### config.mk
export PLATFORM = sky130hd
export DESIGN_NAME = vectorgates_decoder
export DESIGN_NICKNAME = d
export VERILOG_FILES = /design/src/rtl/vectorgates_decoder.sv
export SDC_FILE = /design/constraint.sdc
export NUM_CORES = 1
export LEC_CHECK = 0
export CAP_MARGIN = 20
export CELL_PAD_IN_SITES_DETAIL_PLACEMENT = 2
export CELL_PAD_IN_SITES_GLOBAL_PLACEMENT = 2
export CORE_ASPECT_RATIO = 1.1
export CORE_MARGIN = 10
export CORE_UTILIZATION = 30
export CTS_CLUSTER_DIAMETER = 60
export DETAILED_ROUTE_END_ITERATION = 8
export PLACE_DENSITY = 0.74
export SYNTH_ARGS = -nofsm -noshare
export SYNTH_HDL_FRONTEND = slang
export SYNTH_SLANG_ARGS = --single-unit
### constraint.sdc
create_clock -name clk -period 2.8 [get_ports clk]
set_input_delay 0.84 -clock clk [delete_from_list [all_inputs] [get_ports clk]]
set_output_delay 0.84 -clock clk [all_outputs]
set_load 0.005 [all_outputs]
### src/rtl/vectorgates_decoder.sv
`default_nettype none
// ============================================================================
//  Module      : vectorgates_decoder
//  Description : Recovers operands a and b from a transmitted word of gate
//                outputs ({~b,~a}, bitwise OR, logical OR).
//                Each recovered pair is cross-checked against the two OR
//                fields. The pair and its error flag are queued in a small
//                output FIFO. A saturating error counter and a sticky flag
//                are updated when a word is accepted.
//  Ports       : clk, reset                  - clock, sync active-high reset
//                in_valid/in_ready           - input handshake
//                in_or_bitwise, in_or_logical, in_not - transmitted word
//                out_valid/out_ready         - output handshake
//                out_a, out_b, out_err       - FIFO head (zero when empty)
//                err_count, err_sticky       - error accounting
//                clr_err                     - clear error accounting
//  Revision    : 1.0 - initial release
// ============================================================================
module vectorgates_decoder #(
  parameter int W     = 3,
  parameter int DEPTH = 2,
  parameter int CNT_W = 8
) (
  input  logic             clk,
  input  logic             reset,
  input  logic             in_valid,
  output logic             in_ready,
  input  logic [W-1:0]     in_or_bitwise,
  input  logic             in_or_logical,
  input  logic [2*W-1:0]   in_not,
  output logic             out_valid,
  input  logic             out_ready,
  output logic [W-1:0]     out_a,
  output logic [W-1:0]     out_b,
  output logic             out_err,
  output logic [CNT_W-1:0] err_count,
  output logic             err_sticky,
  input  logic             clr_err
);

  localparam int PTR_W = (DEPTH > 1) ? $clog2(DEPTH) : 1;
  localparam int OCC_W = $clog2(DEPTH + 1);
  localparam logic [OCC_W-1:0] c_depth   = OCC_W'(DEPTH);
  localparam logic [CNT_W-1:0] c_cnt_max = '1;

  // --------------------------------------------------------------------------
  // Decode and consistency check
  // --------------------------------------------------------------------------
  logic [W-1:0] w_a;
  logic [W-1:0] w_b;
  logic         w_err;

  assign w_a   = ~in_not[W-1:0];
  assign w_b   = ~in_not[2*W-1:W];
  assign w_err = (in_or_bitwise != (w_a | w_b)) ||
                 (in_or_logical != ((|w_a) | (|w_b)));

  // --------------------------------------------------------------------------
  // FIFO state
  // --------------------------------------------------------------------------
  logic [W-1:0]     r_mem_a   [DEPTH];
  logic [W-1:0]     r_mem_b   [DEPTH];
  logic             r_mem_err [DEPTH];
  logic [PTR_W-1:0] r_wr_ptr;
  logic [PTR_W-1:0] r_rd_ptr;
  logic [OCC_W-1:0] r_occ;
  logic [CNT_W-1:0] r_err_count;
  logic             r_err_sticky;

  logic w_full;
  logic w_empty;
  logic w_push;
  logic w_pop;

  assign w_full  = (r_occ == c_depth);
  assign w_empty = (r_occ == '0);
  // Ready depends on stored occupancy only, so a pop in the same cycle
  // never frees a slot for the word presented while full.
  assign w_push  = in_valid && !w_full;
  assign w_pop   = !w_empty && out_ready;

  assign in_ready  = !w_full;
  assign out_valid = !w_empty;
  assign out_a     = w_empty ? '0   : r_mem_a[r_rd_ptr];
  assign out_b     = w_empty ? '0   : r_mem_b[r_rd_ptr];
  assign out_err   = w_empty ? 1'b0 : r_mem_err[r_rd_ptr];

  // Storage has no reset: the pointers and occupancy define what is valid.
  always_ff @(posedge clk) begin
    if (!reset && w_push) begin
      r_mem_a[r_wr_ptr]   <= w_a;
      r_mem_b[r_wr_ptr]   <= w_b;
      r_mem_err[r_wr_ptr] <= w_err;
    end
  end

  // DEPTH is a power of two, so natural pointer overflow is the modulo wrap.
  always_ff @(posedge clk) begin
    if (reset) begin
      r_wr_ptr <= '0;
      r_rd_ptr <= '0;
      r_occ    <= '0;
    end else begin
      if (w_push) begin
        r_wr_ptr <= r_wr_ptr + PTR_W'(1);
      end
      if (w_pop) begin
        r_rd_ptr <= r_rd_ptr + PTR_W'(1);
      end
      case ({w_push, w_pop})
        2'b10:   r_occ <= r_occ + OCC_W'(1);
        2'b01:   r_occ <= r_occ - OCC_W'(1);
        default: r_occ <= r_occ;
      endcase
    end
  end

  // --------------------------------------------------------------------------
  // Error accounting: applied at accept time; a clear on the same edge is
  // applied first so the erroneous accept still counts.
  // --------------------------------------------------------------------------
  logic [CNT_W-1:0] w_cnt_base;
  logic             w_sticky_base;
  logic             w_err_accept;

  assign w_cnt_base    = clr_err ? '0 : r_err_count;
  assign w_sticky_base = clr_err ? 1'b0 : r_err_sticky;
  assign w_err_accept  = w_push && w_err;

  always_ff @(posedge clk) begin
    if (reset) begin
      r_err_count  <= '0;
      r_err_sticky <= 1'b0;
    end else begin
      if (w_err_accept && (w_cnt_base != c_cnt_max)) begin
        r_err_count <= w_cnt_base + CNT_W'(1);
      end else begin
        r_err_count <= w_cnt_base;
      end
      r_err_sticky <= w_sticky_base || w_err_accept;
    end
  end

  assign err_count  = r_err_count;
  assign err_sticky = r_err_sticky;

endmodule
`default_nettype wire

==> results of run 1 <==
## worst register-to-register path: cells and delay by family (launching register included)
kind | cells | cell delay, ns
adders and majority gates | 1 | 0.23
DFF | 1 | 0.34
muxes | 1 | 0.31
and+or+nand+nor | 5 | 1.05
## cells in the mapped netlist
library cell | count | area (um2)
a2bb2oi_1 | 1 | 8.76
dfxtp_1 | 14 | 280
or3_1 | 5 | 31.3
inv_1 | 11 | 41.3
nor3_1 | 2 | 10.0
nor3b_1 | 4 | 30.0
nand4b_1 | 2 | 17.5
a21oi_1 | 6 | 30.0
mux2_4 | 3 | 45.0
o31a_1 | 1 | 8.76
nor4_1 | 2 | 12.5
clkbuf_1 | 4 | 15.0
nand3_1 | 1 | 5.00
nand2_1 | 7 | 26.3
nor2_1 | 18 | 67.6
o21ai_0 | 4 | 20.0
a311oi_1 | 1 | 8.76
nand2_2 | 2 | 12.5
mux2i_1 | 8 | 80.1
edfxtp_1 | 14 | 420
o2111a_2 | 1 | 12.5
or2_2 | 2 | 12.5
or2b_1 | 1 | 7.51
o2111ai_1 | 1 | 8.76
a311o_1 | 1 | 10.0
xor2_1 | 2 | 17.5
xnor2_1 | 5 | 43.8
nor2b_1 | 3 | 18.8
nand3b_1 | 1 | 7.51
ha_1 | 2 | 25.0
a41o_1 | 1 | 10.0
## worst max path at each step
stage	to	slack [ns]	depth (start not counted)
4_1_cts	err_count[3]$_SDFF_PP0_	0.10	8
6_report	err_count[3]$_SDFF_PP0_	0.1	8
3_3_place_gp	err_count[5]$_SDFF_PP0_	-0.11	8
2_1_floorplan	err_count[3]$_SDFF_PP0_	0.13	8
3_5_place_dp	err_count[5]$_SDFF_PP0_	-0.20	8
5_1_grt	err_count[5]$_SDFF_PP0_	0.03	8
## through the flow
stage | hold slack, ns | cells
after floorplan | 0.466 | 130
after global placement | 0.480 | 227
after detailed placement | 0.493 | 227
after CTS | 0.517 | 231
after global routing | 0.545 | 231
final | 0.506 | 231
## logic make-up after synthesis
| kind of cell | count (synthesis) | synth area share |
|---|---|---|
| xor gates and xnor gates | 7 | 0.0456 |
| adders and majority gates | 2 | 0.0186 |
| buffers and inverters | 15 | 0.0419 |
| muxes | 11 | 0.0930 |
| and+or+nand+nor | 50 | 0.193 |
| DFF | 28 | 0.521 |
| AOI/OAI and AO/OA | 17 | 0.0874 |
## flip-flops by register name (all words and copies together) (netlist names), named ones only
register	flops
err_count	8
err_sticky	1
r_mem_a	6
r_wr_ptr	1
r_mem_err	2
r_rd_ptr	1
r_mem_b	6
r_occ	2
## report_power, final
group / switching, mW / internal [mW]
Sequential: 0.0470 / 0.485
Clock: 0.126 / 0.126
Combinational: 0.198 / 0.258
Total: 0.371 / 0.869
## layer usage
layer / GRT usage / share of wire / up-vias
met5: 0 / 0 / -
met4: 0.0349 / 0.014 / 0
met3: 0.0289 / 0.052 / 6
met2: 0.207 / 0.56 / 23
met1: 0.0996 / 0.38 / 564
li1: - / - / 545
## area by class of cell
cell class              instances  area [um2]  share of cell area
clock buffers                   4        55.1              0.0292
inverters                      11        41.3              0.0219
multi-input cells              87         588               0.312
flip-flops and latches         28         701               0.372
well taps                      54        67.6              0.0358
repair buffers                 47         433               0.230
==> summary.txt, run 1 <==
Status -> finished, final reports clean
WL/cell -> 17.2 um
Hold path endpoint -> err_sticky$_SDFF_PP0_
Hold_sp -> err_sticky$_SDFF_PP0_
Mapped cell area -> 1350 um2
Post-cts resize count -> 0
Tightest Pin Transition -> 0.420 ns
Area grow syn2layout -> 40.2%
Number of antenna violations at the first check in global routing -> 0
Pwr dens -> 658 nW/um2
I/O Buffers -> 32
Vias -> 1138
Max Cap Viol -> 0
Crit. Startpoint -> clr_err
HP Class -> flip-flop to flip-flop
Clock Skews -> 0.00124 ns
CTS sink cnt -> 28
Ratio of cells with drive above 1 in the final layout -> 0.153
Drt first pass iters -> 4
Total Power -> 1.24 mW
Placed inst area -> 1830 um2
P_leak -> 0.698 nW
Commonest non-fill, non-tap cell in the layout -> clkdlybuf4s50_1
Core Region -> 4320 um2
Fillers -> 480
Fin area -> 1890 um2
Clock Tree Root -> clkbuf_8
Num rows -> 25
Insertion delay to the later sink of the worst-skew pair -> 0.27 ns
Critical Path RT -> 2.97 ns
Relative slew slack -> 0.720
CP Class -> input pin to flip-flop
R2R Path Start -> err_count[1]$_SDFF_PP0_
Register-to-register setup slack -> 0.78 ns
Synth cell types -> 31
Initial core utilization -> 0.312
Tmin final -> 2.70 ns
CP delay by family, top -> simple AND/OR/NAND/NOR gates
Worst Path Max Fanout -> 4
Mean Syn Cell Area -> 10.3 um2
Antenna Nets Post-Route -> 0
Most frequent cells in the layout -> 32 x clkdlybuf4s50_1, 18 x nor2_1, 15 x buf_4
DRC Markers -> 0
Reg2Reg Depth -> 7
Cells after synthesis -> 130
Max-slew violations -> 0
Total number of yosys warnings -> 0
# hold bufs at CTS -> 0
Die height -> 90.2 um
Final setup violation count -> 0
Critical Path Start Type -> input pin
Critical path cell sequence -> clkdlybuf4s50_1 -> nor2b_1 -> ha_1 -> nand4b_1 -> nor3_1 -> or2_2 -> or3_1 -> mux2_4
Overall Global Routing Usage -> 0.105
Vias in the first global route -> 1322
Largest net degree at the start of global routing -> 16
Ant. Diodes -> 0
Setup TNS -> 0 ns
RR Endpoint -> err_count[3]$_SDFF_PP0_
Setup WS post-layout -> 0.0981 ns
Clock-pin slew of the registers on the worst-case setup and hold paths -> 0.09 ns
First-pass GRT wire length -> 6.58 mm
Buf/Inv on CP -> 1
DP HPWL -> 3.23 mm
VDD IR max -> 0.206 mV
Nets -> 195
Total setup buffers inserted after CTS -> 0
Cell at the slowest stage of the critical path -> clkdlybuf4s50_1
Min-Delay Path Depth -> 2
CTS HTree Levels -> 1
IO Pins -> 33
Unrepaired setup endpoints after global routing -> false
CP max stage delay -> 0.51 ns
Fin util -> 0.437
Crit path capture type -> flip-flop
Final wirelength -> 3.98 mm
Final hold violations -> 0
Detailed router's first-iteration violation count -> 22
Die X -> 83.8 um
Crit path DAT -> 2.87 ns
Pre-CTS WS -> -0.196 ns
Final worst path period share -> 0.965
Clock buffer depth -> 2
Syn Nets -> 147
Die ar. -> 7560 um2
Max Clk Rate -> 0.370 GHz
Vias/cell -> 4.93
Total CTS buffers -> 3
Count of state elements after synthesis -> 28
TritonCTS clock tree -> yes
Total grt overflow -> 0
Register area share after synthesis -> 0.521
Global placement routability congestion -> 0.786
Power figures use the tool's default switching activity.
==> inputs of run 2 (changes only) <==
Settings changed: CORE_UTILIZATION 30 to 32, PLACE_DENSITY 0.74 to 0.79.
Clock period 2.8 ns to 3.45 ns, I/O delays scaled along.
==> summary.txt, run 2 (synthesis gave the netlist of run 1 again) <==
Ratio of cells with drive above 1 in the final layout -> 0.0964 (was 0.153)
Number of antenna violations at the first check in global routing -> 0 (unchanged)
CP max stage delay -> 0.52 ns (was 0.51 ns)
Clock Skews -> 0.00160 ns (was 0.00124 ns)
P_leak -> 0.646 nW (was 0.698 nW)
Status -> finished, final reports clean (unchanged)
Final worst path period share -> 0.869
Drt first pass iters -> 4 (unchanged)
Setup TNS -> 0 ns (unchanged)
Largest net degree at the start of global routing -> 16 (unchanged)
Die ar. -> 7200 um2 (was 7560 um2)
Commonest non-fill, non-tap cell in the layout -> clkdlybuf4s50_1 (unchanged)
Max Clk Rate -> 0.333 GHz
Final wirelength -> 3.79 mm (was 3.98 mm)
CP delay by family, top -> simple AND/OR/NAND/NOR gates (unchanged)
Reg2Reg Depth -> 7 (unchanged)
Number of flip-flops in the largest register -> 8 (unchanged)
Buf/Inv on CP -> 1 (unchanged)
Die height -> 88.0 um (was 90.2 um)
Global placement routability congestion -> 0.844 (was 0.786)
WL/cell -> 17.4 um (was 17.2 um)
Critical path cell sequence -> clkdlybuf4s50_1 -> nor2b_1 -> ha_1 -> nand4b_1 -> nor3_1 -> or2_2 -> or3_1 -> mux2_4 (unchanged)
Nets -> 184 (was 195)
Worst Path Max Fanout -> 6 (was 4)
Hold slack -> 0.514 ns (was 0.506 ns)
Critical Path Start Type -> input pin (unchanged)
Cell at the slowest stage of the critical path -> clkdlybuf4s50_1 (unchanged)
Clock buffer depth -> 2 (unchanged)
First-pass GRT wire length -> 6.29 mm (was 6.58 mm)
Post-cts resize count -> 0 (unchanged)
Insertion delay to the later sink of the worst-skew pair -> 0.27 ns (about the same)
Tmin final -> 3.00 ns
Die X -> 81.8 um (was 83.8 um)
I/O Buffers -> 32 (unchanged)
CTS sink cnt -> 28 (unchanged)
Vias/cell -> 4.98 (was 4.93)
CTS HTree Levels -> 1 (unchanged)
Clock Tree Root -> clkbuf_8 (unchanged)
CP Class -> input pin to flip-flop (unchanged)
Num rows -> 24 (was 25)
Antenna Nets Post-Route -> 0 (unchanged)
Pwr dens -> 546 nW/um2 (was 658 nW/um2)
Max-slew violations -> 0 (unchanged)
Fillers -> 446 (was 480)
Vias in the first global route -> 1220 (was 1322)
Total CTS buffers -> 3 (unchanged)
Final hold violations -> 0 (unchanged)
Clock-pin slew of the registers on the worst-case setup and hold paths -> 0.10 ns (was 0.09 ns)
Critical Path RT -> 3.62 ns (was 2.97 ns)
Ant. Diodes -> 0 (unchanged)
Max Cap Viol -> 0 (unchanged)
TritonCTS clock tree -> yes (unchanged)
Vias -> 1086 (was 1138)
# hold bufs at CTS -> 0 (unchanged)
Unrepaired setup endpoints after global routing -> false (unchanged)
Min-Delay Path Depth -> 2 (unchanged)
Total setup buffers inserted after CTS -> 0 (unchanged)
Core Region -> 4020 um2 (was 4320 um2)
Final setup violation count -> 0 (unchanged)
Total Power -> 0.982 mW (was 1.24 mW)
DP HPWL -> 2.99 mm (was 3.23 mm)
Tightest Pin Transition -> 0.667 ns (was 0.420 ns)
IO Pins -> 33 (unchanged)
Crit path DAT -> 3.17 ns (was 2.87 ns)
Total grt overflow -> 0 (unchanged)
VDD IR max -> 0.171 mV (was 0.206 mV)
Area grow syn2layout -> 33.9% (was 40.2%)
Initial core utilization -> 0.334 (was 0.312)
Crit path capture type -> flip-flop (unchanged)
Overall Global Routing Usage -> 0.110 (was 0.105)
WP depth -> 8 (unchanged)
Detailed router's first-iteration violation count -> 41 (was 22)
Relative slew slack -> 0.554 (was 0.720)
DRC Markers -> 0 (unchanged)
HP Class -> flip-flop to flip-flop (unchanged)
Most frequent cells in the layout -> 32 x clkdlybuf4s50_1, 18 x nor2_1, 14 x dfxtp_1, 14 x edfxtp_1, 11 x inv_1 (was 32 x clkdlybuf4s50_1, 18 x nor2_1, 15 x buf_4)
==> run 2: cell count changes in the layout (fill, tap and decap cells not counted) <==
cell | before | now
buf_4 | 15 | 4
==> run 2: path summary, 6_finish.rpt <==
| path | from | end | slack, ns |
|---|---|---|---|
| max | clr_err | err_count[3]$_SDFF_PP0_ | 0.45 |
| min | r_occ[1]$_SDFFE_PP0P_ | r_occ[1]$_SDFFE_PP0P_ | 0.51 |
| max reg2reg | err_count[1]$_SDFF_PP0_ | err_count[3]$_SDFF_PP0_ | 1.33 |
| min reg2reg | r_occ[1]$_SDFFE_PP0P_ | r_occ[1]$_SDFFE_PP0P_ | 0.51 |
==> run 2: final cells by class <==
cell class	count	area, um2	area share
Sequential cell	28	701	0.389
Inverter	11	41.3	0.0229
Timing Repair Buffer	36	350	0.195
Tap cell	52	65.1	0.0361
Multi-Input combinational cell	87	588	0.327
Clock buffer	4	55.1	0.0306
==> run 2: layer usage <==
metal | up-vias | global-route usage | wire length (um)
met5 | - | 0 | 0
met2 | 19 | 0.202 | 2110
li1 | 529 | - | -
met1 | 534 | 0.123 | 1480
met4 | 0 | 0.0294 | 30
met3 | 4 | 0.0236 | 166
==> run 2: per-stage QoR <==
step	area [um2]	utilization	setup slack, ns	instances
finish	1800	0.447	0.451	218
global route	1800	0.447	0.353	218
CTS	1800	0.447	0.466	218
detailed placement	1750	0.434	0.164	214
global placement	1750	0.434	0.299	214
floorplan	1350	-	0.589	130
==> run 2: where the power goes <==
part | switching [mW] | internal [mW] | total, mW
combinational | 0.156 | 0.189 | 0.345
sequential | 0.0386 | 0.393 | 0.432
clock | 0.103 | 0.102 | 0.205
total | 0.298 | 0.684 | 0.982
==> run 2: worst min-delay path, delay by kind of cell (launching register included) <==
family / cells / cell delay (ns)
AO/OA/AOI/OAI: 2 / 0.14
flip-flops: 1 / 0.34
